### src/rtl/boot_loader_ctrl_if.sv
// Boot loader bus interface.
// Groups the transmitter handshake (syn -> ack/instr/last) and the IMEM write port.
// master: boot loader side, slave: transmitter + IMEM side.
interface boot_loader_ctrl_if #(
  parameter int IWIDTH = 32,
  parameter int AWIDTH = 6
) ();
  logic              bl_o_syn;
  logic [IWIDTH-1:0] bl_i_instr;
  logic              bl_i_ack;
  logic              bl_i_last;
  logic              bl_o_we;
  logic [AWIDTH-1:0] bl_o_addr;
  logic [IWIDTH-1:0] bl_o_wdata;

  modport master (
    output bl_o_syn, bl_o_we, bl_o_addr, bl_o_wdata,
    input  bl_i_instr, bl_i_ack, bl_i_last
  );

  modport slave (
    input  bl_o_syn, bl_o_we, bl_o_addr, bl_o_wdata,
    output bl_i_instr, bl_i_ack, bl_i_last
  );
endinterface

### src/rtl/boot_loader_ctrl.sv
// Boot sequencer: pulls one word per syn/ack handshake from the instruction
// transmitter, writes it to IMEM and holds the core in reset until the last
// word lands. Flags timeout and overflow (and a bad checksum when enabled).
// Optional feature macro: BL_CHECKSUM_EN (running modulo-2**IWIDTH sum of the
// image, which must be zero on the last word). Undefined: bl_o_csum is 0.
module boot_loader_ctrl #(
  parameter int IWIDTH  = 32,
  parameter int DEPTH   = 36,
  parameter int AWIDTH  = 6,
  parameter int TIMEOUT = 16
) (
  input  logic                bl_clk,
  input  logic                bl_rst,
  input  logic                bl_i_start,
  boot_loader_ctrl_if.master  bus,
  output logic [AWIDTH:0]     bl_o_count,
  output logic                bl_o_busy,
  output logic                bl_o_done,
  output logic                bl_o_err,
  output logic                bl_o_cpu_rstn,
  output logic [IWIDTH-1:0]   bl_o_csum
);

  typedef enum logic [2:0] {
    ST_IDLE = 3'd0,
    ST_REQ  = 3'd1,
    ST_WAIT = 3'd2,
    ST_DONE = 3'd3,
    ST_ERR  = 3'd4
  } state_t;

  localparam int              TW         = $clog2(TIMEOUT + 1);
  localparam logic [TW-1:0]   TIMER_LAST = TW'(TIMEOUT - 1);
  localparam logic [TW-1:0]   TIMER_ONE  = TW'(1);
  localparam logic [AWIDTH:0] COUNT_MAX  = (AWIDTH + 1)'(DEPTH);
  localparam logic [AWIDTH:0] COUNT_ONE  = (AWIDTH + 1)'(1);

  state_t            r_state;
  logic              r_syn;
  logic              r_we;
  logic [AWIDTH-1:0] r_addr;
  logic [IWIDTH-1:0] r_wdata;
  logic [AWIDTH:0]   r_count;
  logic [TW-1:0]     r_timer;
  logic              r_busy;
  logic              r_done;
  logic              r_err;
  logic              r_cpu_rstn;

  logic [AWIDTH:0]   w_count_nxt;
  logic              w_sum_bad;

  assign w_count_nxt = r_count + COUNT_ONE;

`ifdef BL_CHECKSUM_EN
  logic [IWIDTH-1:0] r_csum;
  logic [IWIDTH-1:0] w_csum_nxt;

  // Modulo-2**IWIDTH accumulate; carries out of the top bit are dropped.
  function automatic logic [IWIDTH-1:0] f_csum_add(input logic [IWIDTH-1:0] a,
                                                   input logic [IWIDTH-1:0] b);
    return a + b;
  endfunction

  assign w_csum_nxt = f_csum_add(r_csum, bus.bl_i_instr);
  // A good image sums to zero including its last (compensating) word.
  assign w_sum_bad  = (w_csum_nxt != {IWIDTH{1'b0}});
  assign bl_o_csum  = r_csum;
`else
  assign w_sum_bad  = 1'b0;
  assign bl_o_csum  = {IWIDTH{1'b0}};
`endif

  // Sequencer FSM: one request outstanding at a time, every output registered.
  always_ff @(posedge bl_clk or negedge bl_rst) begin
    if (!bl_rst) begin
      r_state    <= ST_IDLE;
      r_syn      <= 1'b0;
      r_we       <= 1'b0;
      r_addr     <= {AWIDTH{1'b0}};
      r_wdata    <= {IWIDTH{1'b0}};
      r_count    <= {(AWIDTH + 1){1'b0}};
      r_timer    <= {TW{1'b0}};
      r_busy     <= 1'b0;
      r_done     <= 1'b0;
      r_err      <= 1'b0;
      r_cpu_rstn <= 1'b0;
`ifdef BL_CHECKSUM_EN
      r_csum     <= {IWIDTH{1'b0}};
`endif
    end else begin
      // syn and we are single-cycle pulses unless re-armed below.
      r_syn <= 1'b0;
      r_we  <= 1'b0;
      case (r_state)
        ST_IDLE, ST_DONE, ST_ERR: begin
          // Start (or restart) a load; busy loads never get here, so start is ignored then.
          if (bl_i_start) begin
            r_state    <= ST_REQ;
            r_syn      <= 1'b1;
            r_busy     <= 1'b1;
            r_done     <= 1'b0;
            r_err      <= 1'b0;
            r_cpu_rstn <= 1'b0;
            r_count    <= {(AWIDTH + 1){1'b0}};
            r_timer    <= {TW{1'b0}};
`ifdef BL_CHECKSUM_EN
            r_csum     <= {IWIDTH{1'b0}};
`endif
          end else begin
            r_state <= r_state;
          end
        end
        ST_REQ: begin
          // syn is high during this cycle; any ack now is stale and ignored.
          r_state <= ST_WAIT;
          r_timer <= {TW{1'b0}};
        end
        ST_WAIT: begin
          if (bus.bl_i_ack) begin
            // Ack wins over a timeout in the same cycle.
            r_we    <= 1'b1;
            r_addr  <= r_count[AWIDTH-1:0];
            r_wdata <= bus.bl_i_instr;
            r_count <= w_count_nxt;
`ifdef BL_CHECKSUM_EN
            r_csum  <= w_csum_nxt;
`endif
            if (bus.bl_i_last) begin
              r_busy <= 1'b0;
              if (w_sum_bad) begin
                r_state <= ST_ERR;
                r_err   <= 1'b1;
              end else begin
                r_state    <= ST_DONE;
                r_done     <= 1'b1;
                r_cpu_rstn <= 1'b1;
              end
            end else if (w_count_nxt == COUNT_MAX) begin
              // Overflow: image longer than DEPTH; this word is still written.
              r_state <= ST_ERR;
              r_err   <= 1'b1;
              r_busy  <= 1'b0;
            end else begin
              r_state <= ST_REQ;
              r_syn   <= 1'b1;
            end
          end else if (r_timer == TIMER_LAST) begin
            r_state <= ST_ERR;
            r_err   <= 1'b1;
            r_busy  <= 1'b0;
          end else begin
            r_timer <= r_timer + TIMER_ONE;
          end
        end
        default: begin
          r_state    <= ST_IDLE;
          r_busy     <= 1'b0;
          r_done     <= 1'b0;
          r_err      <= 1'b0;
          r_cpu_rstn <= 1'b0;
        end
      endcase
    end
  end

  assign bus.bl_o_syn   = r_syn;
  assign bus.bl_o_we    = r_we;
  assign bus.bl_o_addr  = r_addr;
  assign bus.bl_o_wdata = r_wdata;
  assign bl_o_count     = r_count;
  assign bl_o_busy      = r_busy;
  assign bl_o_done      = r_done;
  assign bl_o_err       = r_err;
  assign bl_o_cpu_rstn  = r_cpu_rstn;

endmodule

### src/flat_wrapper.sv
// flat-port wrapper written by rule: the top's interface ports become plain ports
module boot_loader_ctrl_flat 
#(
  parameter int IWIDTH  = 32,
  parameter int DEPTH   = 36,
  parameter int AWIDTH  = 6,
  parameter int TIMEOUT = 16
)
  (bl_clk, bl_rst, bl_i_start, bl_o_count, bl_o_busy, bl_o_done, bl_o_err, bl_o_cpu_rstn, bl_o_csum, bus_bl_o_syn, bus_bl_o_we, bus_bl_o_addr, bus_bl_o_wdata, bus_bl_i_instr, bus_bl_i_ack, bus_bl_i_last);
  boot_loader_ctrl_if #(.IWIDTH(IWIDTH), .AWIDTH(AWIDTH)) bus_i ();
  input  logic bl_clk;
  input  logic bl_rst;
  input  logic bl_i_start;
  output logic [AWIDTH:0] bl_o_count;
  output logic bl_o_busy;
  output logic bl_o_done;
  output logic bl_o_err;
  output logic bl_o_cpu_rstn;
  output logic [IWIDTH-1:0] bl_o_csum;
  output wire logic [$bits(bus_i.bl_o_syn)-1:0] bus_bl_o_syn;
  output wire logic [$bits(bus_i.bl_o_we)-1:0] bus_bl_o_we;
  output wire logic [$bits(bus_i.bl_o_addr)-1:0] bus_bl_o_addr;
  output wire logic [$bits(bus_i.bl_o_wdata)-1:0] bus_bl_o_wdata;
  input wire logic [$bits(bus_i.bl_i_instr)-1:0] bus_bl_i_instr;
  input wire logic [$bits(bus_i.bl_i_ack)-1:0] bus_bl_i_ack;
  input wire logic [$bits(bus_i.bl_i_last)-1:0] bus_bl_i_last;
  assign bus_bl_o_syn = bus_i.bl_o_syn;
  assign bus_bl_o_we = bus_i.bl_o_we;
  assign bus_bl_o_addr = bus_i.bl_o_addr;
  assign bus_bl_o_wdata = bus_i.bl_o_wdata;
  assign bus_i.bl_i_instr = bus_bl_i_instr;
  assign bus_i.bl_i_ack = bus_bl_i_ack;
  assign bus_i.bl_i_last = bus_bl_i_last;
  boot_loader_ctrl #(.IWIDTH(IWIDTH), .DEPTH(DEPTH), .AWIDTH(AWIDTH), .TIMEOUT(TIMEOUT)) u_core (.bl_clk(bl_clk), .bl_rst(bl_rst), .bl_i_start(bl_i_start), .bus(bus_i), .bl_o_count(bl_o_count), .bl_o_busy(bl_o_busy), .bl_o_done(bl_o_done), .bl_o_err(bl_o_err), .bl_o_cpu_rstn(bl_o_cpu_rstn), .bl_o_csum(bl_o_csum));
endmodule
### config.mk
export PLATFORM = sky130hd
export DESIGN_NAME = boot_loader_ctrl_flat
export DESIGN_NICKNAME = d
export VERILOG_FILES = /design/src/rtl/boot_loader_ctrl_if.sv /design/src/rtl/boot_loader_ctrl.sv /design/src/flat_wrapper.sv
export SDC_FILE = /design/constraint.sdc
export NUM_CORES = 1
export LEC_CHECK = 0
export BUFFER_PORTS_ARGS = -buffer_cell sky130_fd_sc_hd__buf_2
export CAP_MARGIN = 20
export CORE_MARGIN = 1
export CORE_UTILIZATION = 40
export DETAILED_ROUTE_END_ITERATION = 12
export PLACE_DENSITY = 0.68
export SLEW_MARGIN = 20
export SYNTH_ARGS = -nofsm -noshare
export SYNTH_HDL_FRONTEND = slang
export SYNTH_SLANG_ARGS = --single-unit
### constraint.sdc
create_clock -name bl_clk -period 5.3 [get_ports bl_clk]
set_input_delay 1.06 -clock bl_clk [delete_from_list [all_inputs] [get_ports bl_clk]]
set_output_delay 1.06 -clock bl_clk [all_outputs]
set_load 0.03 [all_outputs]
Word-level counts from Yosys, hierarchy flattened --
Index checks and enable logic that the tools add are counted.
Operators by class: reductions and logical operators 11, add/sub/neg operators 2, bitwise gates (word level) 1, multiplexer cells 35, eq/ne operators 15
Operators by type and width (number):
- 1-bit two-way mux | 18
- 3-bit two-way mux | 5
- 5-bit two-way mux | 3
- 5-bit one-hot mux with 3 select lines | 1
- 7-bit two-way mux | 2
- 7-bit one-hot mux with 2 select lines | 1
- 4-bit AND reduction | 3
- 2-bit inequality test, second input constant | 5
- 1-bit one-hot mux with 3 select lines | 3
- 3-bit one-hot mux with 3 select lines | 1
- 7-bit by 1-bit adder with 7-bit output, second input constant | 1
- 7-bit by 6-bit equality test with 1-bit output, second input constant | 1
- 3-bit by 2-bit equality test with 1-bit output, second input constant | 2
- 3-bit by 2-bit inequality test with 1-bit output, second input constant | 2
- 5-bit by 1-bit adder with 5-bit output, second input constant | 1
- 5-bit by 4-bit equality test with 1-bit output, second input constant | 1
- 5-bit AND reduction | 1
- 4-bit by 3-bit inequality test with 1-bit output, second input constant | 1
- 2-bit AND reduction | 2
- 3-bit by 1-bit equality test with 1-bit output, second input constant | 1
- 3-bit equality test, second input constant | 1
- 3-bit zero test | 1
- 3-bit inequality test, second input constant | 1
- 3-bit AND reduction | 1
- 5 further kinds | 5
Word-level totals: bits of input ports 37, flip-flop bits (word level) 58, output and inout bits 83, logic and storage cells 74

Longest topological paths before layout --
depth in word-level cells 6, depth in mapped cells 8

Worst setup path after synthesis --
No wires, ideal clock.
kind input-to-reg, start input bl_i_start, end register u_core.r_timer[2], cell stages on the path 6, data arrival time 1.979 ns, setup slack 3.202 ns, buffers on the path 1, library setup time 0.119 ns, cell sequence buf_6 > nand2b_1 > a22oi_2 > o21ai_4 > and3_1 > o21a_1
On the way: word-level cells in the longest chain between the ends 2
Ends and longest elaborated chain:
- start, declared | line flat_wrapper.sv:13 | input logic bl_i_start;
- 2-bit inequality test (no source line)
- 4-bit AND reduction (no source line)
- end signal, assigned | line boot_loader_ctrl.sv:83 | r_timer <= {TW{1'b0}};
- end signal, assigned | line boot_loader_ctrl.sv:106 | r_timer <= {TW{1'b0}};
- end signal, assigned | line boot_loader_ctrl.sv:117 | r_timer <= {TW{1'b0}};
- end, declared | line boot_loader_ctrl.sv:44 | logic [TW-1:0] r_timer;
Every way passes these cells. A chain may end at the register's enable or synchronous reset.

Final worst setup path --
start input bus_bl_i_ack, end register u_core.r_count[2], in the netlist u_core.bl_o_count[2]
On the way: word-level cells in the longest chain between the ends 2
Ends and longest elaborated chain:
- start, declared | line flat_wrapper.sv:25 | input wire logic [$bits(bus_i.bl_i_ack)-1:0] bus_bl_i_ack;
- 2-bit inequality test (no source line)
- 3-bit AND reduction (no source line)
- end signal, assigned | line boot_loader_ctrl.sv:82 | r_count <= {(AWIDTH + 1){1'b0}};
- end signal, assigned | line boot_loader_ctrl.sv:105 | r_count <= {(AWIDTH + 1){1'b0}};
- end signal, assigned | line boot_loader_ctrl.sv:125 | r_count <= w_count_nxt;
- end, declared | line boot_loader_ctrl.sv:43 | logic [AWIDTH:0] r_count;
Every way passes these cells.

==> impl_metrics.env <==
export IMPL_status="completed"
export IMPL_syn_area_sq_mm=0.00291
export IMPL_post_cts_buffers=0
export IMPL_ys_warnings_count=0
export IMPL_ys_seq_area_frac=0.498
export IMPL_hold_depth=2
export IMPL_tns_ns=0
export IMPL_fin_skew_ns=0.00641
export IMPL_grt_setup_unrepaired="false"
export IMPL_num_antenna_cells=0
export IMPL_fill_cells=706
export IMPL_drv_slew=0
export IMPL_gp_congestion=0.782
export IMPL_area_delta_synth_final_pct=19.2
export IMPL_grt_pass1_wl_microns=9630
export IMPL_worstPathMaxFanout=51
export IMPL_grt_usage=0.164
export IMPL_reg2reg_slack_ns=2.38
export IMPL_vias=2294
export IMPL_reg2reg_to="u_core.bl_o_count[2]"
export IMPL_worstPathRequired_ns=5.53
export IMPL_hpwl_microns=4030
export IMPL_ir_drop_uv=233
export IMPL_crit_path_start_kind="primary input"
export IMPL_ant_nets=0
export IMPL_mostFrequentLayoutCell="nand2_1"
export IMPL_mostFrequentLayoutCells="nand2_1 (127), buf_2 (87), dfrtp_1 (58)"
export IMPL_die_h_microns=87.4
export IMPL_reg2reg_depth=6
export IMPL_synth_edf_count=0
export IMPL_layout_nets=450
export IMPL_syn_area_per_cell_sq_um=9.02
export IMPL_powerDensity_mw_per_mm2=578
export IMPL_fin_crit_sh=0.583
export IMPL_syn_inst=323
export IMPL_htreeDepth=3
export IMPL_row_count=30
export IMPL_post_route_min_period_ns=3.09
export IMPL_p_leak_nw=1.98
export IMPL_timing_hold_violations_final=0
export IMPL_via_per_inst=4.50
export IMPL_cts_resized=0
export IMPL_clk_latency_ns=0.33
export IMPL_die_width_microns=87.4
export IMPL_hp_class="reg -> reg"
export IMPL_drt_total_wl_microns=5990
export IMPL_setup_viol=0
export IMPL_async_flop_share=1.00
export IMPL_cts_buffer_depth=2
export IMPL_design_die_area_sq_mm=0.00763
export IMPL_portBuffers=87
export IMPL_power_mw=2.01
export IMPL_initial_core_util=0.422
export IMPL_crit_type="in -> reg"
export IMPL_synth_cell_types=47
export IMPL_arrival_ns=3.32
export IMPL_maxSlewHeadroom=0.370
export IMPL_drt_iter0_drc=134
export IMPL_hp_start="u_core.bus.bl_o_wdata[24]"
export IMPL_cts_num_sinks=58
export IMPL_drive_above_1_share=0.280
export IMPL_whs_endpoint="u_core.bus.bl_o_wdata[24]"
export IMPL_fmaxAchievable_mhz=323
export IMPL_cts_tree="yes"
export IMPL_seq_area_sq_mm=0.00145
export IMPL_cts_buffers=9
export IMPL_antenna_found_initial=0
export IMPL_first_pass_iters=4
export IMPL_worst_pin_slew_ns=0.942
export IMPL_wl_per_cell_microns=11.7
export IMPL_core_sq_mm=0.00691
export IMPL_hold_buffers=0
export IMPL_multi_input_area_sq_mm=0.00120
export IMPL_crit_path_end_kind="flop"
export IMPL_ys_seq_elements=58
export IMPL_grt_overflow=0
export IMPL_grt_max_degree=59
export IMPL_grt_pass1_vias=2144
export IMPL_ios=120
export IMPL_synth_flop_cell="dfrtp_1"
export IMPL_clk_pin_slew_worst_paths_ns=0.06
export IMPL_cts_root_buf="clkbuf_8"
export IMPL_timing_max_cap_violations=0
export IMPL_timing_rr_start="u_core.r_state[0]"
export IMPL_post_route_drc_count=0
cell usage after synthesis, types with 3 or more instances:
master,count,share of area
o21ai_1,3,0.0052
dfrtp_1,58,0.50
nor2_1,11,0.014
buf_6,5,0.019
nand2b_1,5,0.011
and3_1,5,0.011
nand3_1,4,0.0069
o21ai_0,8,0.014
a21oi_1,5,0.0086
ha_1,4,0.017
o22ai_1,4,0.0086
inv_1,9,0.012
buf_4,36,0.093
nand2_1,127,0.16
cells by family after synthesis:
kind of cell	Yosys count	share of synthesized area
flip-flops	58	0.498
XOR/XNOR	3	0.00902
other	1	0.00129
adder cells (fa/ha/maj)	4	0.0172
buffers and inverters	54	0.130
AO/OA/AOI/OAI	38	0.0996
AND/OR/NAND/NOR	164	0.242
multiplexers	1	0.00344
cell type report:
class	instances	share of cell area
clock buffers	11	0.0407
flip-flops and latches	58	0.418
multi-input cells	242	0.346
well taps	96	0.0346
repair buffers	88	0.128
inverters	10	0.0112
clock inverters	5	0.0223
how the worst max path moves through the flow:
stage / start / to / slack, ns / cells after the start
global placement: bus_bl_i_ack / u_core.bl_o_count[2] / 1.86 / 6
CTS: bus_bl_i_ack / u_core.bl_o_count[2] / 2.19 / 6
detailed placement: bus_bl_i_ack / u_core.bl_o_count[2] / 1.86 / 6
floorplan: bl_i_start / u_core.r_timer[2] / 3.20 / 6
global route: bus_bl_i_ack / u_core.bl_o_count[2] / 1.92 / 6
finish: bus_bl_i_ack / u_core.bl_o_count[2] / 2.21 / 6
routing by layer:
layer  GRT usage  part of all wire  vias up
li1            -                 -     1138
met1       0.207              0.46     1079
met2       0.274              0.48       70
met3      0.0322             0.048        7
met4      0.0715             0.011        0
met5           0                 0        -
critical path, stage by stage:
cell,delay [ns]
buf_2,0.13
nand2_2,0.67
clkinv_2,0.78
nor2_2,0.41
o21ai_0,0.14
o21ai_1,0.08
state kept, by name, summed over array words and instances (netlist names):
name and count:
u_core.r_state 3, u_core.bl_o_count 7, u_core.bl_o_done 1, u_core.bus.bl_o_we 1, u_core.bl_o_err 1, u_core.bl_o_busy 1
u_core.bus.bl_o_addr 6, u_core.r_timer 5, u_core.bus.bl_o_syn 1, u_core.bus.bl_o_wdata 32
metrics by stage:
stage / setup WS (ns) / util / cells / hold slack (ns) / instance area, sq um
final: 2.21 / 0.503 / 510 / 0.467 / 3470
after detailed placement: 1.86 / 0.471 / 494 / 0.458 / 3250
after global placement: 1.86 / 0.471 / 494 / 0.452 / 3250
after floorplan: 3.20 / - / 354 / 0.471 / 3030
after CTS: 2.19 / 0.503 / 510 / 0.474 / 3470
after global routing: 1.92 / 0.503 / 510 / 0.502 / 3470
where the power goes:
group / internal [mW] / leakage [nW] / switching (mW)
sequential: 0.596 / 0.750 / 0.109
clock: 0.276 / 0.109 / 0.174
combinational: 0.244 / 1.12 / 0.607
total: 1.12 / 1.98 / 0.891
(Power assumes the default switching activity.)
